<file path="config.mk">
export PLATFORM = sky130hd
export DESIGN_NAME = enduro_game_ctrl
export DESIGN_NICKNAME = d
export VERILOG_FILES = /design/src/rtl/enduro_pkg.sv /design/src/rtl/car_overlap.sv /design/src/rtl/enduro_game_ctrl.sv
export SDC_FILE = /design/constraint.sdc
export NUM_CORES = 1
export LEC_CHECK = 0
export BUFFER_PORTS_ARGS = -buffer_cell sky130_fd_sc_hd__buf_2
export CAP_MARGIN = 5
export CORE_MARGIN = 2
export CORE_UTILIZATION = 41
export CTS_CLUSTER_DIAMETER = 100
export DETAILED_ROUTE_END_ITERATION = 10
export SYNTH_ARGS = -nofsm -noshare
export SYNTH_HDL_FRONTEND = slang
export SYNTH_SLANG_ARGS = --single-unit
</file>
<file path="constraint.sdc">
create_clock -name clk -period 4.5 [get_ports clk]
set_input_delay 0.225 -clock clk [delete_from_list [all_inputs] [get_ports clk]]
set_output_delay 0.225 -clock clk [all_outputs]
set_load 0.01 [all_outputs]
</file>
<file path="src/rtl/enduro_pkg.sv">
// Shared types and geometry for the Enduro game controller and car drawing.
// Build option: ENDURO_LIVES_EN enables the multi-life crash/recovery path.
package enduro_pkg;

  typedef enum logic [2:0] {
    S_IDLE,
    S_COUNTDOWN,
    S_RUN,
    S_CRASH,
    S_OVER
  } state_e;

  localparam int SPEED_W   = 3;
  localparam int SCREEN_W  = 640;
  localparam int SCREEN_H  = 480;
  localparam int POS_W_DEF = 10;
  localparam int CAR_W_DEF = 23;
  localparam int CAR_H_DEF = 36;

  function automatic logic [SPEED_W-1:0] speed_up(
    input logic [SPEED_W-1:0] s,
    input logic [SPEED_W-1:0] lim
  );
    return (s >= lim) ? lim : s + 1'b1;
  endfunction

endpackage

</file>
<file path="src/rtl/car_overlap.sv">
// Combinational bounding-box overlap test between the player and one opponent.
// Sums are one bit wider than the coordinates so edges near the screen limit never wrap.
module car_overlap
  import enduro_pkg::*;
#(
  parameter int POS_W = POS_W_DEF,
  parameter int CAR_W = CAR_W_DEF,
  parameter int CAR_H = CAR_H_DEF
) (
  input  logic [POS_W-1:0] ux_i,
  input  logic [POS_W-1:0] uy_i,
  input  logic [POS_W-1:0] cx_i,
  input  logic [POS_W-1:0] cy_i,
  output logic             hit_o
);

  localparam logic [POS_W:0] W = (POS_W+1)'(CAR_W);
  localparam logic [POS_W:0] H = (POS_W+1)'(CAR_H);

  logic [POS_W:0] ux;
  logic [POS_W:0] uy;
  logic [POS_W:0] cx;
  logic [POS_W:0] cy;

  assign ux = {1'b0, ux_i};
  assign uy = {1'b0, uy_i};
  assign cx = {1'b0, cx_i};
  assign cy = {1'b0, cy_i};

  assign hit_o = (ux < cx + W) && (cx < ux + W) &&
                 (uy < cy + H) && (cy < uy + H);

endmodule

</file>
<file path="src/rtl/enduro_game_ctrl.sv">
// Enduro game phase, speed ramp, score and collision controller for NUM_CARS opponents.
// Build option: ENDURO_LIVES_EN (lives and crash recovery; otherwise first hit ends the game).
module enduro_game_ctrl
  import enduro_pkg::*;
#(
  parameter int NUM_CARS       = 2,
  parameter int POS_W          = 10,
  parameter int CAR_W          = 23,
  parameter int CAR_H          = 36,
  parameter int COUNT_FRAMES   = 60,
  parameter int SPEEDUP_FRAMES = 300,
  parameter int MAX_SPEED      = 7,
  parameter int SCORE_W        = 16,
  parameter int LIVES          = 3,
  parameter int CRASH_FRAMES   = 90
) (
  input  logic                      clk,
  input  logic                      rst,
  input  logic                      frame_tick,
  input  logic                      start,
  input  logic                      restart,
  input  logic [POS_W-1:0]          car_user_x,
  input  logic [POS_W-1:0]          car_user_y,
  input  logic [NUM_CARS*POS_W-1:0] cars_x,
  input  logic [NUM_CARS*POS_W-1:0] cars_y,
  output logic                      BEGINNING,
  output logic                      SHOW_CARS,
  output logic                      END,
  output logic [SPEED_W-1:0]        SPEED,
  output logic [SCORE_W-1:0]        score,
  output logic [1:0]                lives,
  output logic                      crash
);

`ifdef ENDURO_LIVES_EN
  localparam logic LIV_EN = 1'b1;
`else
  localparam logic LIV_EN = 1'b0;
`endif

  localparam int CNT_MAX = (COUNT_FRAMES > CRASH_FRAMES) ?
                           COUNT_FRAMES : CRASH_FRAMES;
  localparam int CNT_W = $clog2(CNT_MAX + 1);
  localparam int SU_W  = $clog2(SPEEDUP_FRAMES + 1);
  localparam int SW1   = SCORE_W + 1;

  localparam logic [CNT_W-1:0]   CD_LAST = CNT_W'(COUNT_FRAMES - 1);
  localparam logic [CNT_W-1:0]   CR_LAST = CNT_W'(CRASH_FRAMES - 1);
  localparam logic [SU_W-1:0]    SU_LAST = SU_W'(SPEEDUP_FRAMES - 1);
  localparam logic [SPEED_W-1:0] MAX_SPD = SPEED_W'(MAX_SPEED);
  localparam logic [SPEED_W-1:0] SPD_1   = SPEED_W'(1);
  localparam logic [1:0]         LIV_INI = 2'(LIVES) & {2{LIV_EN}};

  state_e             state_q, state_d;
  logic [CNT_W-1:0]   cnt_q, cnt_d;
  logic [SU_W-1:0]    su_q, su_d;
  logic [SPEED_W-1:0] speed_q, speed_d;
  logic [SCORE_W-1:0] score_q, score_d;
  logic [1:0]         lives_q, lives_d;
  logic               crash_q, crash_d;
  logic               beg_q, show_q, end_q;

  logic [NUM_CARS-1:0] hit;
  logic                any_hit;
  logic [SW1-1:0]      score_sum;

  for (genvar i = 0; i < NUM_CARS; i++) begin : g_car
    car_overlap #(
      .POS_W (POS_W),
      .CAR_W (CAR_W),
      .CAR_H (CAR_H)
    ) u_ov (
      .ux_i  (car_user_x),
      .uy_i  (car_user_y),
      .cx_i  (cars_x[i*POS_W +: POS_W]),
      .cy_i  (cars_y[i*POS_W +: POS_W]),
      .hit_o (hit[i])
    );
  end

  assign any_hit   = |hit;
  assign score_sum = SW1'(score_q) + SW1'(speed_q);

  always_comb begin
    state_d = state_q;
    cnt_d   = cnt_q;
    su_d    = su_q;
    speed_d = speed_q;
    score_d = score_q;
    lives_d = lives_q;
    crash_d = 1'b0;
    if (restart) begin
      state_d = S_IDLE;
      cnt_d   = '0;
      su_d    = '0;
    end else begin
      unique case (state_q)
        S_IDLE: begin
          if (start) begin
            state_d = S_COUNTDOWN;
            cnt_d   = '0;
            su_d    = '0;
            score_d = '0;
            speed_d = SPD_1;
            lives_d = LIV_INI;
          end
        end
        S_COUNTDOWN: begin
          if (frame_tick) begin
            if (cnt_q == CD_LAST) begin
              state_d = S_RUN;
              cnt_d   = '0;
              su_d    = '0;
            end else begin
              cnt_d = cnt_q + 1'b1;
            end
          end
        end
        S_RUN: begin
          if (frame_tick) begin
            score_d = score_sum[SCORE_W] ? '1 : score_sum[SCORE_W-1:0];
            if (su_q == SU_LAST) begin
              su_d    = '0;
              speed_d = speed_up(speed_q, MAX_SPD);
            end else begin
              su_d = su_q + 1'b1;
            end
            // A hit overrides the ramp; any number of overlaps is one event
            if (any_hit) begin
              crash_d = 1'b1;
              speed_d = SPD_1;
              cnt_d   = '0;
`ifdef ENDURO_LIVES_EN
              lives_d = lives_q - 2'd1;
              state_d = (lives_q == 2'd1) ? S_OVER : S_CRASH;
`else
              state_d = S_OVER;
`endif
            end
          end
        end
        S_CRASH: begin
          if (frame_tick) begin
            if (cnt_q == CR_LAST) begin
              state_d = S_RUN;
              cnt_d   = '0;
              su_d    = '0;
            end else begin
              cnt_d = cnt_q + 1'b1;
            end
          end
        end
        S_OVER: begin
        end
        default: state_d = S_IDLE;
      endcase
    end
  end

  always_ff @(posedge clk) begin
    if (rst) begin
      state_q <= S_IDLE;
      cnt_q   <= '0;
      su_q    <= '0;
      speed_q <= '0;
      score_q <= '0;
      lives_q <= '0;
      crash_q <= 1'b0;
      beg_q   <= 1'b1;
      show_q  <= 1'b0;
      end_q   <= 1'b0;
    end else begin
      state_q <= state_d;
      cnt_q   <= cnt_d;
      su_q    <= su_d;
      speed_q <= speed_d;
      score_q <= score_d;
      lives_q <= lives_d;
      crash_q <= crash_d;
      beg_q   <= (state_d == S_IDLE);
      show_q  <= (state_d == S_RUN) || (state_d == S_CRASH);
      end_q   <= (state_d == S_OVER);
    end
  end

  assign BEGINNING = beg_q;
  assign SHOW_CARS = show_q;
  assign END       = end_q;
  assign SPEED     = speed_q;
  assign score     = score_q;
  assign lives     = lives_q;
  assign crash     = crash_q;

endmodule

</file>
After elaboration in Yosys (flattened, before gate mapping)

Cells that the tools add are included.

Flip-flop bits (word level): 42
Output and inout port bits: 25
Word-level logic and storage cells: 103

Add/subtract/negate cells: 10
Magnitude comparators: 9
Equal/unequal tests: 18
Multiplexer cells: 36
Bitwise gates (word level): 3
Reduce and logical (&&, ||, !) cells: 18

Operator list:

| operator                                      | number |
|---|---|
| < comparator 10 x 11 -> 1 bit                 | 8 |
| 2-to-1 mux 9 bit                              | 7 |
| 2-to-1 mux 7 bit                              | 7 |
| 2-to-1 mux 16 bit                             | 3 |
| 2-to-1 mux 3 bit                              | 13 |
| case mux 9 bit (4 select lines)               | 1 |
| adder 10 x 5 -> 11 bit, second input constant | 3 |
| adder 10 x 6 -> 11 bit, second input constant | 3 |
| case mux 16 bit (2 select lines)              | 1 |
| case mux 7 bit (4 select lines)               | 1 |
| adder 16 x 3 -> 17 bit                        | 1 |
| case mux 3 bit (5 select lines)               | 1 |
| inequality test 2 bit, second input constant  | 7 |
| == test 3 x 2 -> 1 bit, second input constant | 4 |
| adder 9 x 1 -> 9 bit, second input constant   | 1 |
| == test 9 bit, second input constant          | 1 |
| adder 7 x 1 -> 7 bit, second input constant   | 1 |
| == test 7 x 6 -> 1 bit, second input constant | 1 |
| == test 7 bit, second input constant          | 1 |
| AND reduction 7 bit                           | 1 |
| == test 3 bit, second input constant          | 2 |
| logical AND 1 bit                             | 6 |
| logical NOT 3 bit                             | 2 |
| case mux 3 bit (2 select lines)               | 1 |
| 14 further kinds                              | 17 |

Longest topological paths before layout

Word-level depth: 12
Depth in mapped cells: 15

Hierarchy

A second synthesis with hierarchy kept.

Cells, all modules: 605
Area total of the unflattened synthesis: 4,883.4 µm²

By module, submodules not included:

| module                       | instances | cells an instance | area each (µm²) | seq. area each (µm²) |
|---|---|---|---|---|
| enduro_game_ctrl             | 1         | 277               | 2,303.5         | 840.8 |
| car_overlap at g_car[1].u_ov | 1         | 166               | 1,300.0         | 0.0 |
| car_overlap at g_car[0].u_ov | 1         | 162               | 1,280.0         | 0.0 |

Least setup slack after synthesis

No wires, ideal clock.

Path kind: input port to flip-flop
Start point: input port cars_x[11]
End point: register speed_q[0], in the netlist SPEED[0]
Library setup time: 60 ps
Arrival time: 2,693 ps
Data required time: 4,440 ps
Slack: 1,747 ps
Stages on the path: 13
Buffers on the path: 0
Cells stage by stage: or3_1 -> a21oi_1 -> nor2_1 -> nand3_1 -> xor2_1 -> ha_1 -> nor4_1 -> nor2b_1 -> a311oi_1 -> nor4_1 -> a21oi_2 -> a31oi_1 -> o221a_1

Longest elaborated chain between the ends: 9
Elaborated cells on any way between the ends: 12
Classes of those cells: 1 x add/sub; 2 x order compare; 1 x eq/ne; 3 x mux; 5 x reduce/logical

Ends and longest elaborated chain:

| what                                | line                    | RTL |
|---|---|---|
| start: declaration                  | enduro_game_ctrl.sv:24  | `input logic [NUM_CARS*POS_W-1:0] cars_x,` |
| adder 10 x 5 -> 11 bit              | car_overlap.sv:30       | `assign hit_o = (ux < cx + W) && (cx < ux + W) &&` |
| < comparator 10 x 11 -> 1 bit       | car_overlap.sv:30       |  |
| logical AND 1 bit (*) (2 in series) | car_overlap.sv:30       |  |
| logical AND 1 bit (*)               | car_overlap.sv:31       | `(uy < cy + H) && (cy < uy + H);` |
| OR reduction 2 bit (*)              | enduro_game_ctrl.sv:81  | `assign any_hit = \|hit;` |
| 2-to-1 mux 3 bit                    | enduro_game_ctrl.sv:129 | `if (any_hit) begin` |
| 2-to-1 mux 3 bit                    | enduro_game_ctrl.sv:120 | `if (frame_tick) begin` |
| case mux 3 bit (2 select lines)     | enduro_game_ctrl.sv:97  | `unique case (state_q)` |
| end signal: assignment              | enduro_game_ctrl.sv:176 | `speed_q <= speed_d;` |
| end: declaration                    | enduro_game_ctrl.sv:57  | `logic [SPEED_W-1:0] speed_q, speed_d;` |

Mark *: on every way between the ends. The rest lies on a longest branch, timed or not. The select of a mux whose other input is x is not followed.
A chain may end at the register's enable or synchronous reset.

Worst setup path after layout

Start point: register speed_q[0], in the netlist SPEED[0]
End point: register score_q[13], in the netlist score[13]

Longest elaborated chain between the ends: 4

Ends and longest elaborated chain:

| what                             | line                    | RTL |
|---|---|---|
| adder 16 x 3 -> 17 bit           | enduro_game_ctrl.sv:82  | `assign score_sum = SW1'(score_q) + SW1'(speed_q);` |
| 2-to-1 mux 16 bit                | enduro_game_ctrl.sv:121 | `score_d = score_sum[SCORE_W] ? '1 : score_sum[SCORE_W-1:0];` |
| 2-to-1 mux 16 bit                | enduro_game_ctrl.sv:120 |  |
| case mux 16 bit (2 select lines) | enduro_game_ctrl.sv:97  |  |
| end signal: assignment           | enduro_game_ctrl.sv:177 | `score_q <= score_d;` |
| end: declaration                 | enduro_game_ctrl.sv:58  | `logic [SCORE_W-1:0] score_q, score_d;` |

Every way passes these cells. The select of a mux whose other input is x is not followed.

==> metrics.csv <==
metric,value,unit
Ys Warns,0,
Worst Hold Class,input port to flip-flop,
initial antenna violation count,0,
type of the worst setup path,flip-flop to flip-flop,
Reg area,841,µm²
filler instances,1140,
Main synth FF type,dfxtp_1,
Post-Layout Cell Count,810,
Die Wd,111,µm
met1 usage,0.247,
Root Buffer,clkbuf_16,
CP endpoint kind,flip-flop,
worst reg-to-reg path cell count,10,
Worst Path Arrival,3150,ps
WP buf/inv,1,
Yosys reg bits,42,
Stages on worst setup path,10,
cell count after synthesis,587,
hold path depth,2,
# H-tree levels,2,
Fin. Hold Viols,0,
worst vdd ir,0.218,mV
Worst-Margin Slew,727,ps
first-pass GRT wire length,20.0,mm
post-cts sizing count,0,
Crit Path Max Fanout,7,
clk_skew,2.69,ps
later-pin clock latency in the skew report,280,ps
Max transition margin,0.511,
final setup TNS,0,ps
Clock Power Share,0.357,
Crit-path slowest cell,nor3_1,
setup repair bufs after CTS,0,
Post-DRT Antenna Nets,0,
Seq pwr share,0.329,
Fin Hold WS,263,ps
CP top delay family,simple AND/OR/NAND/NOR gates,
CTS Buffer Depth,2,
Max Cap Viol,0,
vias in the first global route,4338,
Switching Share,0.308,
Post-Place Cells,802,
ys async rst share,0,
row cnt,39,
CP dominant cell by count,nand3_1,
synth-to-layout area growth,15.4,%
top-level I/O count,90,
largest net degree at the start of global routing,24,
Switching Power,352,µW
synthesized area per cell,7.99,µm²
"EDFF count, synth",0,
wire per inst,14.2,µm
drt drc,0,
CP Launch Type,flip-flop,
Worst-path clk slew,60,ps
vias per cell,5.67,
met3 Usage GRT,0.0153,
power share of the combinational group,0.314,
die footprint,0.0123,mm²
max incr delay on CP,530,ps
DP HPWL,9.55,mm
Mapped Area,0.00469,mm²
post-synth cell types,64,
P_int,793,µW
Post-Route Utilization,0.480,
share of cells above drive strength 1,0.160,
Nets,812,
drt total wl,11.5,mm
Final WS setup,1540,ps
Final period util,0.658,
multi-input logic area,0.00369,mm²
ANT cells,0,
pre-CTS setup slack,1340,ps
CTS tree,done,
pwr/cell area,212,mW/mm²
CTS hold repair buffers,0,
detailed-route via count,4591,
register area share after synthesis,0.179,
critical-path cell list,ha_1 -> inv_1 -> fa_1 -> nor2b_1 -> o21ai_0 -> nor3_1 -> nand3_1 -> nand3_1 -> o21ai_1 -> a211oi_1,
RD Place Congestion,0.845,
Die H,111,µm
port bufs,87,
initial core utilization,0.416,
CTS Buf Count,5,
"commonest non-fill, non-tap cells in the layout","buf_2, ha_1, a21oi_1",
final setup fails,0,
"commonest non-fill, non-tap cell in the layout",buf_2,
GR Overflow Total,0,
fin crit period,2960,ps
TritonCTS Sinks,42,
Core Area,0.0113,mm²
met2 GRT Util,0.337,
TritonRoute pass-1 iters,4,
CP required,4700,ps
Static Leak,2.27,nW
fmax,0.338,GHz
register-to-register setup slack,1540,ps
total track usage,0.188,
RSZ-0062 raised after global routing,false,
DRT iter0 DRCs,242,
outcome,"finished, final reports clean",
Max Slew Vio Count,0,
global route hottest layer,met2,
logic make-up after synthesis:
family,count (synthesis),synth area share
AOI/OAI and AO/OA,180,0.254
buffers and inverters,42,0.0360
other,1,0.000800
DFF,42,0.179
and+or+nand+nor,189,0.211
xor gates and xnor gates,51,0.0982
adders and majority gates,82,0.220
cells in the mapped netlist, types with 4 or more instances:
cell type / n / area, µm²
nor2_1: 38 / 143
nor3_1: 16 / 80.1
o211ai_1: 9 / 67.6
and3_1: 10 / 62.6
or3_1: 7 / 43.8
o31ai_1: 4 / 30.0
o21a_1: 5 / 37.5
o2111ai_1: 5 / 43.8
nor3b_1: 5 / 37.5
nand2_1: 41 / 154
nand4_1: 5 / 31.3
xor2_1: 23 / 201
clkbuf_1: 12 / 45.0
nor4_1: 5 / 31.3
a21oi_1: 51 / 255
or2_1: 4 / 25.0
a31oi_1: 14 / 87.6
inv_1: 25 / 93.8
nand2b_1: 9 / 56.3
nor2b_1: 9 / 56.3
nand3_1: 24 / 120
o21ai_1: 8 / 40.0
xnor2_1: 27 / 236
a211oi_1: 15 / 113
a21o_1: 7 / 52.6
ha_1: 80 / 1000
dfxtp_1: 42 / 841
o21ai_0: 31 / 155
routing by layer:
| metal | up-vias | share of wire |
|---|---|---|
| li1 | 2357 | - |
| met1 | 2137 | 0.47 |
| met2 | 87 | 0.49 |
| met3 | 10 | 0.027 |
| met4 | 0 | 0.0099 |
| met5 | - | 0 |
power by group through the flow:
stage	sequential (mW)	clock, mW	combinational [mW]
after floorplan	0.384	0	0.244
after global placement	0.385	0	0.348
after detailed placement	0.385	0	0.362
after CTS	0.377	0.418	0.363
after global routing	0.377	0.430	0.417
final	0.377	0.409	0.359
cell type report:
cell class	count	area share
clock buffers	6	0.0238
clock inverters	2	0.00694
inverters	25	0.0173
multi-input cells	504	0.682
flip-flops and latches	42	0.155
well taps	143	0.0331
repair buffers	88	0.0818
path summary, 6_finish.rpt:
| check | start | to |
|---|---|---|
| worst min-delay path | frame_tick | SHOW_CARS$_SDFF_PP0_ |
| worst min register to register | score[2]$_SDFFE_PP0P_ | score[2]$_SDFFE_PP0P_ |
| worst max register to register | SPEED[0]$_SDFFE_PP0P_ | score[13]$_SDFFE_PP0P_ |
| worst max-delay path | SPEED[0]$_SDFFE_PP0P_ | score[13]$_SDFFE_PP0P_ |
sequential cells by signal (all words and copies together) (netlist names):
register / count
state_q: 3
SHOW_CARS: 1
cnt_q: 7
crash: 1
END: 1
SPEED: 3
su_q: 9
score: 16
BEGINNING: 1
stage by stage:
stage          total power [mW]  area [µm²]
2_1_floorplan             0.629        4690
3_3_place_gp              0.733        5250
3_5_place_dp              0.747        5250
4_1_cts                    1.16        5410
5_1_grt                    1.22        5410
6_report                   1.15        5410
(Power assumes the default switching activity.)
